==> config.mk <==
export PLATFORM = sky130hd
export DESIGN_NAME = regfile_wb_queue
export DESIGN_NICKNAME = d
export VERILOG_FILES = /design/src/rtl/regfile_wb_queue.sv
export SDC_FILE = /design/constraint.sdc
export NUM_CORES = 1
export LEC_CHECK = 0
export CAP_MARGIN = 20
export CORE_ASPECT_RATIO = 1.5
export CORE_UTILIZATION = 45
export CTS_CLUSTER_DIAMETER = 200
export DETAILED_ROUTE_END_ITERATION = 8
export GPL_TIMING_DRIVEN = 1
export PLACE_DENSITY_LB_ADDON = 0.25
export RECOVER_POWER = 50
export SLEW_MARGIN = 20
export SYNTH_ARGS = -nofsm -noshare
export SYNTH_HDL_FRONTEND = slang
export SYNTH_SLANG_ARGS = --single-unit
==> constraint.sdc <==
create_clock -name clk_i -period 2.7 [get_ports clk_i]
set_clock_uncertainty 0.2 [all_clocks]
set_input_delay 0.405 -clock clk_i [delete_from_list [all_inputs] [get_ports clk_i]]
set_output_delay 0.405 -clock clk_i [all_outputs]
set_load 0.02 [all_outputs]
==> src/rtl/regfile_wb_queue.sv <==
// regfile_wb_queue: writeback buffer FIFO in front of the register file write port, with operand forwarding
module regfile_wb_queue #(
  parameter int REG_COUNT    = 32,
  parameter int DATA_WIDTH   = 32,
  parameter int DEPTH        = 4,
  parameter int ZERO_PROTECT = 1
) (
  input  logic                         clk_i,
  input  logic                         rst_i,
  input  logic                         wb_valid_i,
  output logic                         wb_ready_o,
  input  logic [$clog2(REG_COUNT)-1:0] wb_addr_i,
  input  logic [DATA_WIDTH-1:0]        wb_data_i,
  input  logic                         stall_i,
  output logic                         write_en_o,
  output logic [$clog2(REG_COUNT)-1:0] write_addr_o,
  output logic [DATA_WIDTH-1:0]        write_data_o,
  input  logic [$clog2(REG_COUNT)-1:0] fwd_addr1_i,
  input  logic [$clog2(REG_COUNT)-1:0] fwd_addr2_i,
  output logic                         fwd_hit1_o,
  output logic                         fwd_hit2_o,
  output logic [DATA_WIDTH-1:0]        fwd_data1_o,
  output logic [DATA_WIDTH-1:0]        fwd_data2_o,
  output logic [$clog2(DEPTH+1)-1:0]   count_o
);
  localparam int AW = $clog2(REG_COUNT);
  localparam int PW = $clog2(DEPTH);
  localparam int CW = $clog2(DEPTH+1);
  logic [AW-1:0]         addr_mem [DEPTH];
  logic [DATA_WIDTH-1:0] data_mem [DEPTH];
  logic [PW-1:0]         wr_ptr, rd_ptr;
  logic [CW-1:0]         count, cnt_v;
  logic                  push, pop;
  logic [DATA_WIDTH:0]   look1, look2;
  // Youngest valid entry matching a; the head is oldest, so the last match in walk order wins.
  function automatic logic [DATA_WIDTH:0] lookup(input logic [AW-1:0] a);
    lookup = '0;
    for (int k = 0; k < DEPTH; k++)
      if (CW'(k) < cnt_v && addr_mem[rd_ptr + PW'(k)] == a && !(ZERO_PROTECT != 0 && a == '0))
        lookup = {1'b1, data_mem[rd_ptr + PW'(k)]};
  endfunction
  // Visible occupancy is forced to zero while reset is held, which blanks every output.
  always_comb begin
    cnt_v        = rst_i ? '0 : count;
    count_o      = cnt_v;
    wb_ready_o   = cnt_v != CW'(DEPTH);
    push         = wb_valid_i && wb_ready_o && !(ZERO_PROTECT != 0 && wb_addr_i == '0);
    write_en_o   = cnt_v != '0 && !stall_i;
    pop          = write_en_o;
    write_addr_o = cnt_v != '0 ? addr_mem[rd_ptr] : '0;
    write_data_o = cnt_v != '0 ? data_mem[rd_ptr] : '0;
    look1        = lookup(fwd_addr1_i);
    look2        = lookup(fwd_addr2_i);
    fwd_hit1_o   = look1[DATA_WIDTH];
    fwd_hit2_o   = look2[DATA_WIDTH];
    fwd_data1_o  = look1[DATA_WIDTH-1:0];
    fwd_data2_o  = look2[DATA_WIDTH-1:0];
  end
  // Pointer and occupancy update; push and pop in the same cycle keep the count.
  always_ff @(posedge clk_i) begin
    if (rst_i) begin
      wr_ptr <= '0;
      rd_ptr <= '0;
      count  <= '0;
    end else begin
      if (push) wr_ptr <= wr_ptr + 1'b1;
      if (pop) rd_ptr <= rd_ptr + 1'b1;
      count <= count + CW'(push) - CW'(pop);
    end
  end
  // Entry storage carries no reset; validity comes only from the pointers and count.
  always_ff @(posedge clk_i) begin
    if (push) begin
      addr_mem[wr_ptr] <= wb_addr_i;
      data_mem[wr_ptr] <= wb_data_i;
    end
  end
endmodule

# Yosys cells after proc, flatten, opt, wreduce, memory -nomap -nowiden
# Memory sizes are Yosys's and may differ from the RTL's. A register that Yosys moved wholly into a read port is not among the register bits.
# Cells that the tools add are included.
# totals
ff_bits	7
mem_bits_rw	148
inputBits	51
out_inout_bits	108
wordCells	68
memories	2
# memory_table
name	depth	word_bits	read_ports	rd_clocked_by_memory_dff	wr	line_no	source
data_mem	4	32	4	1	1	30	logic [DATA_WIDTH-1:0] data_mem [DEPTH];
addr_mem	4	5	4	1	1	29	logic [AW-1:0] addr_mem [DEPTH];
# classes
add_sub_neg	6
order_cmp	4
eq_ne	9
mux	17
reduce_logical	27
# op_table
operator	n
two-way mux 33 bit	8
equality test 5 bit	8
two-way mux 32 bit	1
logical AND 1 bit	19
zero test 5 bit	3
two-way mux 2 bit	4
less-than comparator 1 x 3 -> 1 bit, first input constant	2
less-than comparator 2 x 3 -> 1 bit, first input constant	2
two-way mux 5 bit	1
adder 2 x 1 -> 2 bit, second input constant	2
adder 2 bit, second input constant	2
zero test 1 bit	4
adder 3 x 1 -> 3 bit	1
two-way mux 3 bit	1
inequality test 3 bit, second input constant	1
nonzero test 3 bit	1
subtractor 3 x 1 -> 3 bit	1
two-way mux 1 bit	2

# Logic depth before layout (Yosys ltp)
# depth
depth_word	8
mapped_depth	11
mapped_depth_nobuf	10

# Least setup slack after synthesis
# OpenSTA, ideal clock, no wires.
# synth_timing
path_type	register to output
from	register with a tool-made name
to	output fwd_data1_o[17]
t_arrival_ns	2.577
path_slack_ns	-0.482
stages_incl_launch_ff	9
path_buffers	2
path_cell_list	dfxtp_1 > buf_2 > mux4_2 > a2111oi_2 > a21oi_2 > clkbuf_1 > nor3b_1 > mux2i_1 > o21ai_0
# synth_lines
item	line_no	source
end: declaration	22	output logic [DATA_WIDTH-1:0] fwd_data1_o,

# Worst setup path after layout
# layout_timing
from	register rd_ptr[0]
to	output fwd_data2_o[17]
# layout_between
elab_chain_cells	8
# layout_rtl
item	line_no	source
start: declaration	31	logic [PW-1:0] wr_ptr, rd_ptr;
start signal: assignment	67	if (pop) rd_ptr <= rd_ptr + 1'b1;
adder 2 x 1 -> 2 bit	39, 40	
memory (4 x 5 bit)	--	
equality test 5 bit	39	if (CW'(k) < cnt_v && addr_mem[rd_ptr + PW'(k)] == a && !(ZERO_PROTECT != 0 && a == '0))
logical AND 1 bit (2 in a row)	39	
two-way mux 33 bit (2 in a row)	39	
two-way mux 33 bit *	39	
end: declaration	23	output logic [DATA_WIDTH-1:0] fwd_data2_o,
# Every way passes the cells marked *; elsewhere a longest branch is shown, timed or not.

==> flow_metrics.env <==
export IMPL_ys_async_sr_fraction_pct=0
export IMPL_cts_buffers=17
export IMPL_grt_max_degree=60
export IMPL_finalPower_mw=10.37
export IMPL_finalHoldViolCount=0
export IMPL_die_h_um=196.4
export IMPL_min_path_type="reg2reg"
export IMPL_power_density_mw_per_mm2=587.5
export IMPL_crit_fanout=8
export IMPL_rsz0062_at_grt="true"
export IMPL_antenna_found_initial=4
export IMPL_cts_tree="done"
export IMPL_drt_iter0_drc=952
export IMPL_gp_congestion=0.8913
export IMPL_cts_root_buf="clkbuf_16"
export IMPL_synth_nets=985
export IMPL_fin_crit_ns=3.754
export IMPL_hold_buffers=0
export IMPL_ys_ff_latch=157
export IMPL_p_leak_nw=6.278
export IMPL_max_slew_margin_pct=54.70
export IMPL_clk_path_buf_depth=2
export IMPL_worst_ep_arrival_time_ns=3.15
export IMPL_synth_cell_types=53
export IMPL_critPathKind="reg2out"
export IMPL_core_area_mm2=0.02452
export IMPL_hpwl_um=25710
export IMPL_die_w_um=131.6
export IMPL_finish_instance_area_mm2=0.01766
export IMPL_viasPerCell=6.496
export IMPL_synth_area_mm2=0.01134
export IMPL_layout_commonest_cell="buf_4"
export IMPL_wirelength_um=41930
export IMPL_endpoint_kind="output pin"
export IMPL_area_growth_pct=55.75
export IMPL_drv_slew=0
export IMPL_finalWorstSetupSlack_ns=-1.054
export IMPL_fmax_mhz=266.4
export IMPL_grt_pass1_vias=10440
export IMPL_grt_usage_pct=31.28
export IMPL_synth_main_ff_cell="edfxtp_1"
export IMPL_violations="setup timing"
export IMPL_worstPathRequired_ns=2.10
export IMPL_yosysTopAreaCellShare_pct=39.21
export IMPL_placed_cell_area_mm2=0.01513
export IMPL_drive_gt1_share_pct=53.28
export IMPL_start_kind="flip-flop"
export IMPL_ctsHtreeMaxLevel=4
export IMPL_overflow=0
export IMPL_tightest_slew_ns=0.6795
export IMPL_start_util_pct=46.22
export IMPL_route_vias_total=10470
export IMPL_synthCells=927
export IMPL_io_buffers=158
export IMPL_drc=0
export IMPL_yosys_warnings=0
export IMPL_layout_common_cells="buf_4, edfxtp_1, buf_6, mux4_2, mux2i_1"
export IMPL_final_nets=1327
export IMPL_synth_edf_count=148
export IMPL_clock_sinks=157
export IMPL_drt_wirelength_per_cell_um=26.03
export IMPL_firstDrtPassIters=7
export IMPL_synth_seq_area_share_pct=40.79
export IMPL_setup_viol=95
export IMPL_netlist_top_cells_area="edfxtp_1, mux4_2, mux2i_1"
export IMPL_maxCapViolCount=0
export IMPL_fp_dieArea_mm2=0.02584
export IMPL_path_clk_slew_ns=0.06
export IMPL_synth_largest_area_cell="edfxtp_1"
export IMPL_drt_antenna_violating_nets=0
export IMPL_grt_pass1_wl_um=60660
export IMPL_post_route_period_util_pct=139.0
export IMPL_clock_latency_ns=0.43
export IMPL_status="finished with violations"
export IMPL_rows=70
export IMPL_irDropWorstVdd_mv=0.4999
export IMPL_ios=159
export IMPL_syn_area_per_cell_um2=12.23
==> flip-flops by register name, summed over array words and instances (netlist names), named ones only <==
register,flops
addr_mem,20
data_mem,128
wr_ptr,2
count,3
rd_ptr,2
==> worst max-delay path: stages, from the launching register on <==
cell	delay, ns
dfxtp_4	0.43
buf_6	0.13
mux4_2	0.56
xnor2_2	0.16
nand4_1	0.16
nor4b_4	0.30
buf_6	0.19
o211ai_4	0.21
buf_6	0.23
o211ai_4	0.18
buf_4	0.17
==> path summary, 6_finish.rpt <==
check             slack, ns  cells after the start       from         endpoint
setup / recovery      -1.05                     10  rd_ptr[0]  fwd_data2_o[17]
hold / removal         0.36                      2  wr_ptr[1]        wr_ptr[1]
setup reg to reg       0.30                     11   count[2]         count[2]
hold reg to reg        0.36                      2  wr_ptr[1]        wr_ptr[1]
==> through the flow <==
| step | utilization (%) | hold WS, ns | setup WS, ns | TNS, ns | instances |
|---|---|---|---|---|---|
| after global routing | 71.98 | 0.3953 | -1.132 | -74.99 | 1610 |
| final | 71.99 | 0.3561 | -1.054 | -67.56 | 1611 |
| after CTS | 69.12 | 0.3611 | -1.028 | -74.89 | 1581 |
| after detailed placement | 61.70 | 0.3497 | -1.082 | -90.64 | 1488 |
| after floorplan | - | 0.3039 | -0.3335 | -16.40 | 927 |
| after global placement | 61.70 | 0.3487 | -1.070 | -88.97 | 1488 |
==> final cells by class <==
type                            instances  area, µm²
Sequential cell                       157       4641
Tap cell                              324      405.4
Timing Repair Buffer                  418       4512
Clock buffer                           18      429.2
Inverter                               14      52.55
Multi-Input combinational cell        661       7446
Fill cell                            1587       6868
Clock inverter                         14      157.7
Antenna cell                            5      12.51
==> cell families (layout without fill, tap and decap cells) <==
family / after synthesis / in the layout / synth area share (%)
AOI/OAI and AO/OA: 156 / 156 / 9.680
xor gates and xnor gates: 44 / 44 / 3.400
adders and majority gates: 7 / 7 / 0.8388
buffers and inverters: 109 / 464 / 4.669
DFF: 157 / 157 / 40.79
muxes: 201 / 201 / 28.19
other: 0 / 5 / 0
and+or+nand+nor: 253 / 253 / 12.43
==> synth_stat cells (5+ instances only) <==
| cell | count |
|---|---|
| a31oi_1 | 22 |
| nand3_1 | 18 |
| nor3_1 | 18 |
| o221ai_2 | 7 |
| buf_6 | 9 |
| o221ai_1 | 38 |
| buf_2 | 21 |
| clkbuf_1 | 48 |
| ha_1 | 6 |
| nor3b_1 | 32 |
| buf_1 | 12 |
| a21oi_1 | 35 |
| nand2_1 | 40 |
| inv_1 | 14 |
| o22ai_1 | 5 |
| dfxtp_1 | 9 |
| mux4_2 | 92 |
| edfxtp_1 | 148 |
| xnor2_1 | 40 |
| mux2_2 | 26 |
| o21ai_1 | 7 |
| nand4_1 | 37 |
| nor2_1 | 42 |
| mux2i_1 | 83 |
| and2_1 | 43 |
| o21ai_0 | 27 |
==> power breakdown <==
part / switching [mW] / leakage (nW) / internal, mW
sequential: 0.172 / 1.43 / 2.89
combinational: 2.36 / 4.57 / 2.52
clock: 1.05 / 0.278 / 1.38
==> what timing repair did <==
| item | in CTS | in global routing |
|---|---|---|
| pin swaps | 24 | 15 |
| endpoints found under the setup margin | 106 | 106 |
| resized for setup | 651 | 141 |
| cloned | 10 | 5 |
| buffers inserted | 52 | 42 |
==> layer usage <==
metal,vias to the layer above,wire length [µm],track usage [%]
li1,4406,-,-
met2,588,21740,56.95
met4,0,2698,15.68
met3,162,2886,4.167
met5,-,0,0
met1,5309,14610,35.92
Note: power is estimated with default switching activity, not from simulation.
